===== src/rtl/pc_sequencer.sv =====
// pc_sequencer: parametrised program counter with a signed relative branch,
// call/return through a small return-address stack, a one-cycle wrap pulse
// on default steps, and sticky stack overflow/underflow flags.
module pc_sequencer #(
    parameter int               WIDTH       = 16,
    parameter int               STEP_W      = 3,
    parameter int               STACK_DEPTH = 4,
    parameter logic [WIDTH-1:0] RESET_ADDR  = '0
) (
    input  logic                               clk,
    input  logic                               reset,
    input  logic                               enable,
    input  logic                               hold,
    input  logic                               ret,
    input  logic                               call,
    input  logic [WIDTH-1:0]                   call_target,
    input  logic                               load,
    input  logic [WIDTH-1:0]                   load_value,
    input  logic                               branch,
    input  logic [WIDTH-1:0]                   branch_offset,
    input  logic [STEP_W-1:0]                  step_size,
    output logic [WIDTH-1:0]                   pc_out,
    output logic [$clog2(STACK_DEPTH+1)-1:0]   stack_count,
    output logic                               stack_empty,
    output logic                               stack_full,
    output logic                               pc_wrap,
    output logic                               overflow_err,
    output logic                               underflow_err
);

    localparam int CNT_W = $clog2(STACK_DEPTH + 1);
    localparam int IDX_W = (STACK_DEPTH > 1) ? $clog2(STACK_DEPTH) : 1;

    // One action per enabled cycle, chosen by fixed priority.
    typedef enum logic [2:0] {
        ActIdle,
        ActHold,
        ActRet,
        ActCall,
        ActLoad,
        ActBranch,
        ActStep
    } action_e;

    action_e           action;

    logic [WIDTH-1:0]  pc_q, pc_d;
    logic [CNT_W-1:0]  count_q, count_d;
    logic              wrap_q, wrap_d;
    logic              ovf_q, ovf_d;
    logic              unf_q, unf_d;

    logic [WIDTH-1:0]  stack_q [STACK_DEPTH];
    logic              pushEn;
    logic [WIDTH-1:0]  pushData;
    logic [IDX_W-1:0]  pushIdx;
    logic [IDX_W-1:0]  topIdx;
    logic [CNT_W-1:0]  countMinusOne;

    logic [WIDTH:0]    stepSum;
    logic [WIDTH-1:0]  branchSum;
    logic [WIDTH-1:0]  retAddr;
    logic              isEmpty;
    logic              isFull;

    assign isEmpty       = (count_q == '0);
    assign isFull        = (count_q == CNT_W'(STACK_DEPTH));
    assign countMinusOne = count_q - CNT_W'(1);
    assign pushIdx       = count_q[IDX_W-1:0];
    assign topIdx        = countMinusOne[IDX_W-1:0];

    // The extra top bit of the step sum is the carry that drives pc_wrap.
    assign stepSum   = {1'b0, pc_q} + (WIDTH+1)'(step_size);
    assign branchSum = pc_q + branch_offset;
    assign retAddr   = pc_q + WIDTH'(step_size);

    // Decode the command inputs into a single prioritised action.
    always_comb begin
        action = ActIdle;
        if (enable) begin
            if (hold)        action = ActHold;
            else if (ret)    action = ActRet;
            else if (call)   action = ActCall;
            else if (load)   action = ActLoad;
            else if (branch) action = ActBranch;
            else             action = ActStep;
        end
    end

    // Next-state computation for PC, stack count, push and flags.
    always_comb begin
        pc_d     = pc_q;
        count_d  = count_q;
        wrap_d   = 1'b0;
        ovf_d    = ovf_q;
        unf_d    = unf_q;
        pushEn   = 1'b0;
        pushData = retAddr;
        case (action)
            ActRet: begin
                if (!isEmpty) begin
                    pc_d    = stack_q[topIdx];
                    count_d = countMinusOne;
                end else begin
                    unf_d = 1'b1;
                end
            end
            ActCall: begin
                if (!isFull) begin
                    pushEn  = 1'b1;
                    count_d = count_q + CNT_W'(1);
                    pc_d    = call_target;
                end else begin
                    ovf_d = 1'b1;
                end
            end
            ActLoad:   pc_d = load_value;
            ActBranch: pc_d = branchSum;
            ActStep: begin
                pc_d   = stepSum[WIDTH-1:0];
                wrap_d = stepSum[WIDTH];
            end
            default: ;
        endcase
    end

    // Control state register with synchronous reset.
    always_ff @(posedge clk) begin
        if (reset) begin
            pc_q    <= RESET_ADDR;
            count_q <= '0;
            wrap_q  <= 1'b0;
            ovf_q   <= 1'b0;
            unf_q   <= 1'b0;
        end else begin
            pc_q    <= pc_d;
            count_q <= count_d;
            wrap_q  <= wrap_d;
            ovf_q   <= ovf_d;
            unf_q   <= unf_d;
        end
    end

    // Return-address stack storage; contents need no reset because count gates them.
    always_ff @(posedge clk) begin
        if (!reset && pushEn) begin
            stack_q[pushIdx] <= pushData;
        end
    end

    assign pc_out        = pc_q;
    assign stack_count   = count_q;
    assign stack_empty   = isEmpty;
    assign stack_full    = isFull;
    assign pc_wrap       = wrap_q;
    assign overflow_err  = ovf_q;
    assign underflow_err = unf_q;

endmodule


===== config.mk =====
export PLATFORM = sky130hd
export DESIGN_NAME = pc_sequencer
export DESIGN_NICKNAME = d
export VERILOG_FILES = /design/src/rtl/pc_sequencer.sv
export SDC_FILE = /design/constraint.sdc
export NUM_CORES = 1
export LEC_CHECK = 0
export CORE_MARGIN = 3
export CORE_UTILIZATION = 45
export CTS_CLUSTER_SIZE = 10
export DETAILED_ROUTE_END_ITERATION = 12
export PLACE_DENSITY_LB_ADDON = 0.2
export SLEW_MARGIN = 10
export SYNTH_ARGS = -nofsm -noshare
export SYNTH_HDL_FRONTEND = slang
export SYNTH_SLANG_ARGS = --single-unit

===== constraint.sdc =====
create_clock -name clk -period 2.93 [get_ports clk]
set_input_delay 0.4395 -clock clk [delete_from_list [all_inputs] [get_ports clk]]
set_output_delay 0.4395 -clock clk [all_outputs]
set_load 0.02 [all_outputs]

# [After elaboration in Yosys (flattened, before gate mapping)]
# Memories as Yosys holds them, arrays and structs flattened.
# Index checks and enable logic that the tools add are counted.
[totals] ff_bits=22 latchBits=0 ramBits=64 romBits=0 inputBits=59 output_inout_bits=24 word_cells=46 n_memories=1
[memory_table] name="stack_q" depth=4 width=16 rd=1 rd_ports_with_merged_regs=0 wr=1 line_no="53" text="logic [WIDTH-1:0] stack_q [STACK_DEPTH];"
[classes] n_addsub=5 n_mul=0 div_mod_pow=0 magnitude_cmp=0 n_eq_ne=8 shift=0 n_mux=16 bitwise=1 n_reduce_logical=10
[op_table] op="16-bit case mux with 5 select lines" n=1
[op_table] op="16-bit 2-to-1 mux" n=2
[op_table] op="3-bit 2-to-1 mux" n=6
[op_table] op="16-bit by 3-bit adder with 17-bit output" n=1
[op_table] op="16-bit adder" n=1
[op_table] op="16-bit by 3-bit adder with 16-bit output" n=1
[op_table] op="3-bit equality test (second input constant)" n=4
[op_table] op="3-bit by 2-bit equality test with 1-bit output (second input constant)" n=2
[op_table] op="3-bit case mux with 2 select lines" n=1
[op_table] op="3-bit AND reduction" n=2
[op_table] op="5-bit nonzero test" n=1
[op_table] op="1-bit 2-to-1 mux" n=4
[op_table] op="2-bit 2-to-1 mux" n=2
[op_table] op="2-bit inequality test (second input constant)" n=2
[op_table] op="2-bit AND reduction" n=2
[op_table] op="3-bit by 1-bit adder with 3-bit output (second input constant)" n=1
[op_table] op="3-bit logical NOT" n=1
[op_table] op="3-bit by 1-bit subtractor with 3-bit output (second input constant)" n=1
[op_table] op="2-bit nonzero test" n=1
[op_table] op="2-bit OR reduction" n=1
[op_table] op="1-bit logical AND" n=1
[op_table] op="1-bit logical NOT" n=1
[op_table] op="1-bit inverter" n=1

# [Logic depth before layout (Yosys ltp)]
[depth] ltp_word=11 mapped_depth=11 mapped_depth_nobuf=9

# [Worst setup path before layout]
# OpenSTA, ideal clock, no wires.
[synth_timing] path_type="register -> register" startpoint="register count_q[0], in the netlist stack_count[0]" endpoint="memory stack_q[0][0], enable pin" setup_ns=0.374 t_arrival_ns=2.266 required_ns=2.556 slack_ns=0.291 stages_incl_launch_ff=8 n_path_buf=2 synth_period_minus_slack_ns=2.639 cell_sequence="dfxtp_1 > buf_4 > buf_4 > inv_1 > ha_1 > and2_1 > nor3_1 > and2_1"
[synth_via] elab_chain_cells=6
[synth_rtl] item="from (decl)" line_no="48" text="logic [CNT_W-1:0] count_q, count_d;"
[synth_rtl] item="from (signal assigned)" line_no="137" text="count_q <= count_d;"
[synth_rtl] item="3-bit equality test" line_no="67" text="assign isFull = (count_q == CNT_W'(STACK_DEPTH));"
[synth_rtl] item="net stack_full" line_no="25" text="output logic stack_full,"
[synth_rtl] item="1-bit 2-to-1 mux" line_no="109" text="if (!isFull) begin"
[synth_rtl] item="1-bit 2-to-1 mux" line_no="99" text="case (action)"
[synth_rtl] item="1-bit logical AND" line_no="146" text="if (!reset && pushEn) begin"
[synth_rtl] item="1-bit 2-to-1 mux" line_no="146"
[synth_rtl] item="1-bit 2-to-1 mux (implied by the code)" line_no="147" text="stack_q[pushIdx] <= pushData;"
[synth_rtl] item="to (decl)" line_no="53"
# The timed path passes the listed nets, and every way through them passes these cells.

# [Final worst setup path]
[layout_timing] startpoint="input port branch_offset[0]" endpoint="register pc_q[10], in the netlist pc_out[10]"
[layout_via] elab_chain_cells=2
[layout_rtl] item="from (decl)" line_no="20" text="input logic [WIDTH-1:0] branch_offset,"
[layout_rtl] item="16-bit adder" line_no="74" text="assign branchSum = pc_q + branch_offset;"
[layout_rtl] item="16-bit case mux with 5 select lines" line_no="99"
[layout_rtl] item="to (signal assigned)" line_no="136" text="pc_q <= pc_d;"
[layout_rtl] item="to (decl)" line_no="47" text="logic [WIDTH-1:0] pc_q, pc_d;"
# Every way passes these cells.
# A chain may end at the register's enable or synchronous reset.

==> impl_metrics.env <==
export IMPL_yosysUniqueCellTypes=66
export IMPL_initial_core_util_pct=47.2
export IMPL_yosys_area_share_simple_pct=11.7
export IMPL_die_w_um=111
export IMPL_p_clk_share_pct=28.5
export IMPL_grt_busiest_layer="met2"
export IMPL_p_leak_nw=2.25
export IMPL_cp_required_ns=3.17
export IMPL_ys_top_cells_by_area="edfxtp_1, dfxtp_1, mux4_2, ha_1, xnor2_1"
export IMPL_synth_xor_area_share_pct=4.92
export IMPL_drtIter0Drc=338
export IMPL_swShare_pct=29.9
export IMPL_ios=83
export IMPL_crit_type="in2reg"
export IMPL_synth_flop_cell="edfxtp_1"
export IMPL_grtUsageMet3_pct=3.28
export IMPL_wl_um=13100
export IMPL_hold_viol_final=0
export IMPL_yosysMostFrequentCell="edfxtp_1"
export IMPL_ys_seq_area_share_pct=47.4
export IMPL_powerDensity_nw_per_um2=454
export IMPL_synthToLayoutAreaGrowth_pct=24.5
export IMPL_hold_buffers=0
export IMPL_p_comb_share_pct=22.3
export IMPL_fillers=869
export IMPL_area_sequential_um2=2360
export IMPL_p_total_w=0.00282
export IMPL_cts_sinks=86
export IMPL_max_slew_worst_pin_slew_ns=0.545
export IMPL_startpoint_type="input pin"
export IMPL_syn_nets=506
export IMPL_hp_class="reg2reg"
export IMPL_rows=37
export IMPL_finClkSkew_ns=0.0122
export IMPL_grtUsageMet1_pct=30.0
export IMPL_clk_insertion_delay_late_ns=0.35
export IMPL_drive_gt1_share_pct=13.9
export IMPL_switchingPower_w=0.000843
export IMPL_synth_top_area_share_pct=38.6
export IMPL_diodes=0
export IMPL_cts_setup_buffers=0
export IMPL_hpwl_um=9930
export IMPL_overflow=0
export IMPL_use_met2_pct=34.0
export IMPL_worst_path_max_fanout=3
export IMPL_synth_edf_count=64
export IMPL_core_area_um2=10600
export IMPL_fmax_ghz=0.409
export IMPL_irDropWorstVdd_mv=0.241
export IMPL_synth_compound_area_share_pct=17.5
export IMPL_vias=3859
export IMPL_chipHeight_um=111
export IMPL_vias_per_cell=5.89
export IMPL_syn_avg_cell_area_um2=11.8
export IMPL_port_buffers=82
export IMPL_synth_top_family_by_area="compound AO/OA/AOI/OAI gates"
export IMPL_antenna_found_initial=0
export IMPL_ys_ff_latch=86
export IMPL_numCtsBuffers=9
export IMPL_tns_ns=0
export IMPL_p_int_w=0.00197
export IMPL_grt_pass1_wl_um=20800
export IMPL_post_route_period_util_pct=83.4
export IMPL_worstSetupEndpointType="register"
export IMPL_p_seq_share_pct=49.2
export IMPL_yosys_warnings=0
export IMPL_synthesis_area_um2=4980
export IMPL_drc_errors=0
export IMPL_dr_pass1_iters=5
export IMPL_antenna_left=0
export IMPL_place_congestion=0.911
export IMPL_cts_resized=0
export IMPL_cts_root_buf="clkbuf_8"
export IMPL_synthAdderAreaFrac_pct=6.58
export IMPL_clock_path_buffers=2
export IMPL_netlist_top_cells_count="edfxtp_1, ha_1, nor2_1, o21ai_0"
export IMPL_async_reset_ff_share_pct=0
export IMPL_grtUsageTotal_pct=21.2
export IMPL_rsz0062_at_grt="false"
export IMPL_synth_mux_area_share_pct=8.69
export IMPL_period_needed_ns=2.44
export IMPL_grt_max_degree=21
export IMPL_outcome="finished, final reports clean"
export IMPL_clk_pin_slew_ns=0.09
export IMPL_multiInputGateArea_um2=2460
export IMPL_htreeDepth=3
export IMPL_cts_tree="built"
export IMPL_grt_pass1_vias=3899
export IMPL_setup_viol=0
export IMPL_synth_top_area_cell="edfxtp_1"
export IMPL_syn_inst=422
export IMPL_wire_per_inst_um=20.0
export IMPL_maxSlewViolCount=0
export IMPL_layout_nets=598
export IMPL_maxSlewHeadroom_pct=63.5
export IMPL_arrival_ns=2.69
export IMPL_cap_violations=0
export IMPL_dieArea_um2=12400
[registers in the layout (all words and copies together), names as in the netlist]
name	flops
overflow_err	1
pc_out	16
pc_wrap	1
stack_count	3
stack_q	64
underflow_err	1
[cells in the final DEF (no fill, tap or decap), drive strengths merged, types with 9 or more instances in the layout]
| cell | instances |
|---|---|
| clkdlybuf4s50 | 82 |
| edfxtp | 64 |
| o21ai | 33 |
| nor2 | 25 |
| ha | 23 |
| nand2 | 23 |
| dfxtp | 22 |
| buf | 21 |
| a21oi | 21 |
| xnor2 | 17 |
| mux4 | 16 |
| inv | 15 |
| xor2 | 11 |
| and3 | 11 |
| a221oi | 9 |
| clkbuf | 9 |
| a211oi | 9 |
[power groups by stage]
stage	Clock [W]	Sequential [W]	Combinational, W
after floorplan	0	0.00143	0.000348
after global placement	0	0.00141	0.000612
after detailed placement	0	0.00141	0.000623
after CTS	0.000825	0.00138	0.000627
after global routing	0.000867	0.00139	0.000677
final	0.000804	0.00139	0.000627
[metal layers]
metal / part of all wire (%) / vias up
li1: - / 1828
met1: 45 / 1877
met2: 47 / 138
met3: 6.3 / 16
met4: 1.3 / 0
met5: 0 / -
[logic make-up after synthesis]
| logic type | after synthesis |
|---|---|
| AND/OR/NAND/NOR | 105 |
| AO/OA/AOI/OAI | 122 |
| flip-flops | 86 |
| buffers and inverters | 33 |
| adder cells (fa/ha/maj) | 25 |
| XOR/XNOR | 28 |
| multiplexers | 23 |
[path summary, 6_finish.rpt]
| kind | start | to | slack (ns) | cells past startpoint |
|---|---|---|---|---|
| setup / recovery | branch_offset[0] | pc_out[10] | 0.49 | 10 |
| hold / removal | overflow_err | overflow_err | 0.50 | 2 |
| setup reg to reg | pc_out[0] | pc_out[10] | 0.55 | 9 |
| hold reg to reg | overflow_err | overflow_err | 0.50 | 2 |
[layout make-up]
type	count	share of cell area [%]
Sequential cell	86	38.1
Clock buffer	9	2.00
Clock inverter	7	1.03
Timing Repair Buffer	103	15.8
Multi-Input combinational cell	303	39.7
Tap cell	136	2.74
Inverter	11	0.666
[stage by stage]
stage          area (um2)  utilization, %  setup slack [ns]  std cells  hold slack (ns)
4_1_cts              6200            58.7             0.489        655            0.500
2_1_floorplan        4980               -             0.291        422            0.571
3_5_place_dp         6010            57.0             0.101        639            0.477
6_report             6200            58.7             0.486        655            0.496
5_1_grt              6200            58.7             0.284        655            0.535
3_3_place_gp         6010            57.0             0.159        639            0.454
[critical path: stages]
cell             delay, ns
clkdlybuf4s50_1       0.46
ha_1                  0.21
inv_1                 0.07
fa_1                  0.40
nor2b_1               0.19
o2111ai_2             0.13
nand2_1               0.16
a31oi_2               0.14
xnor2_1               0.16
a221o_1               0.32
Note: power is estimated with default switching activity, not from simulation.
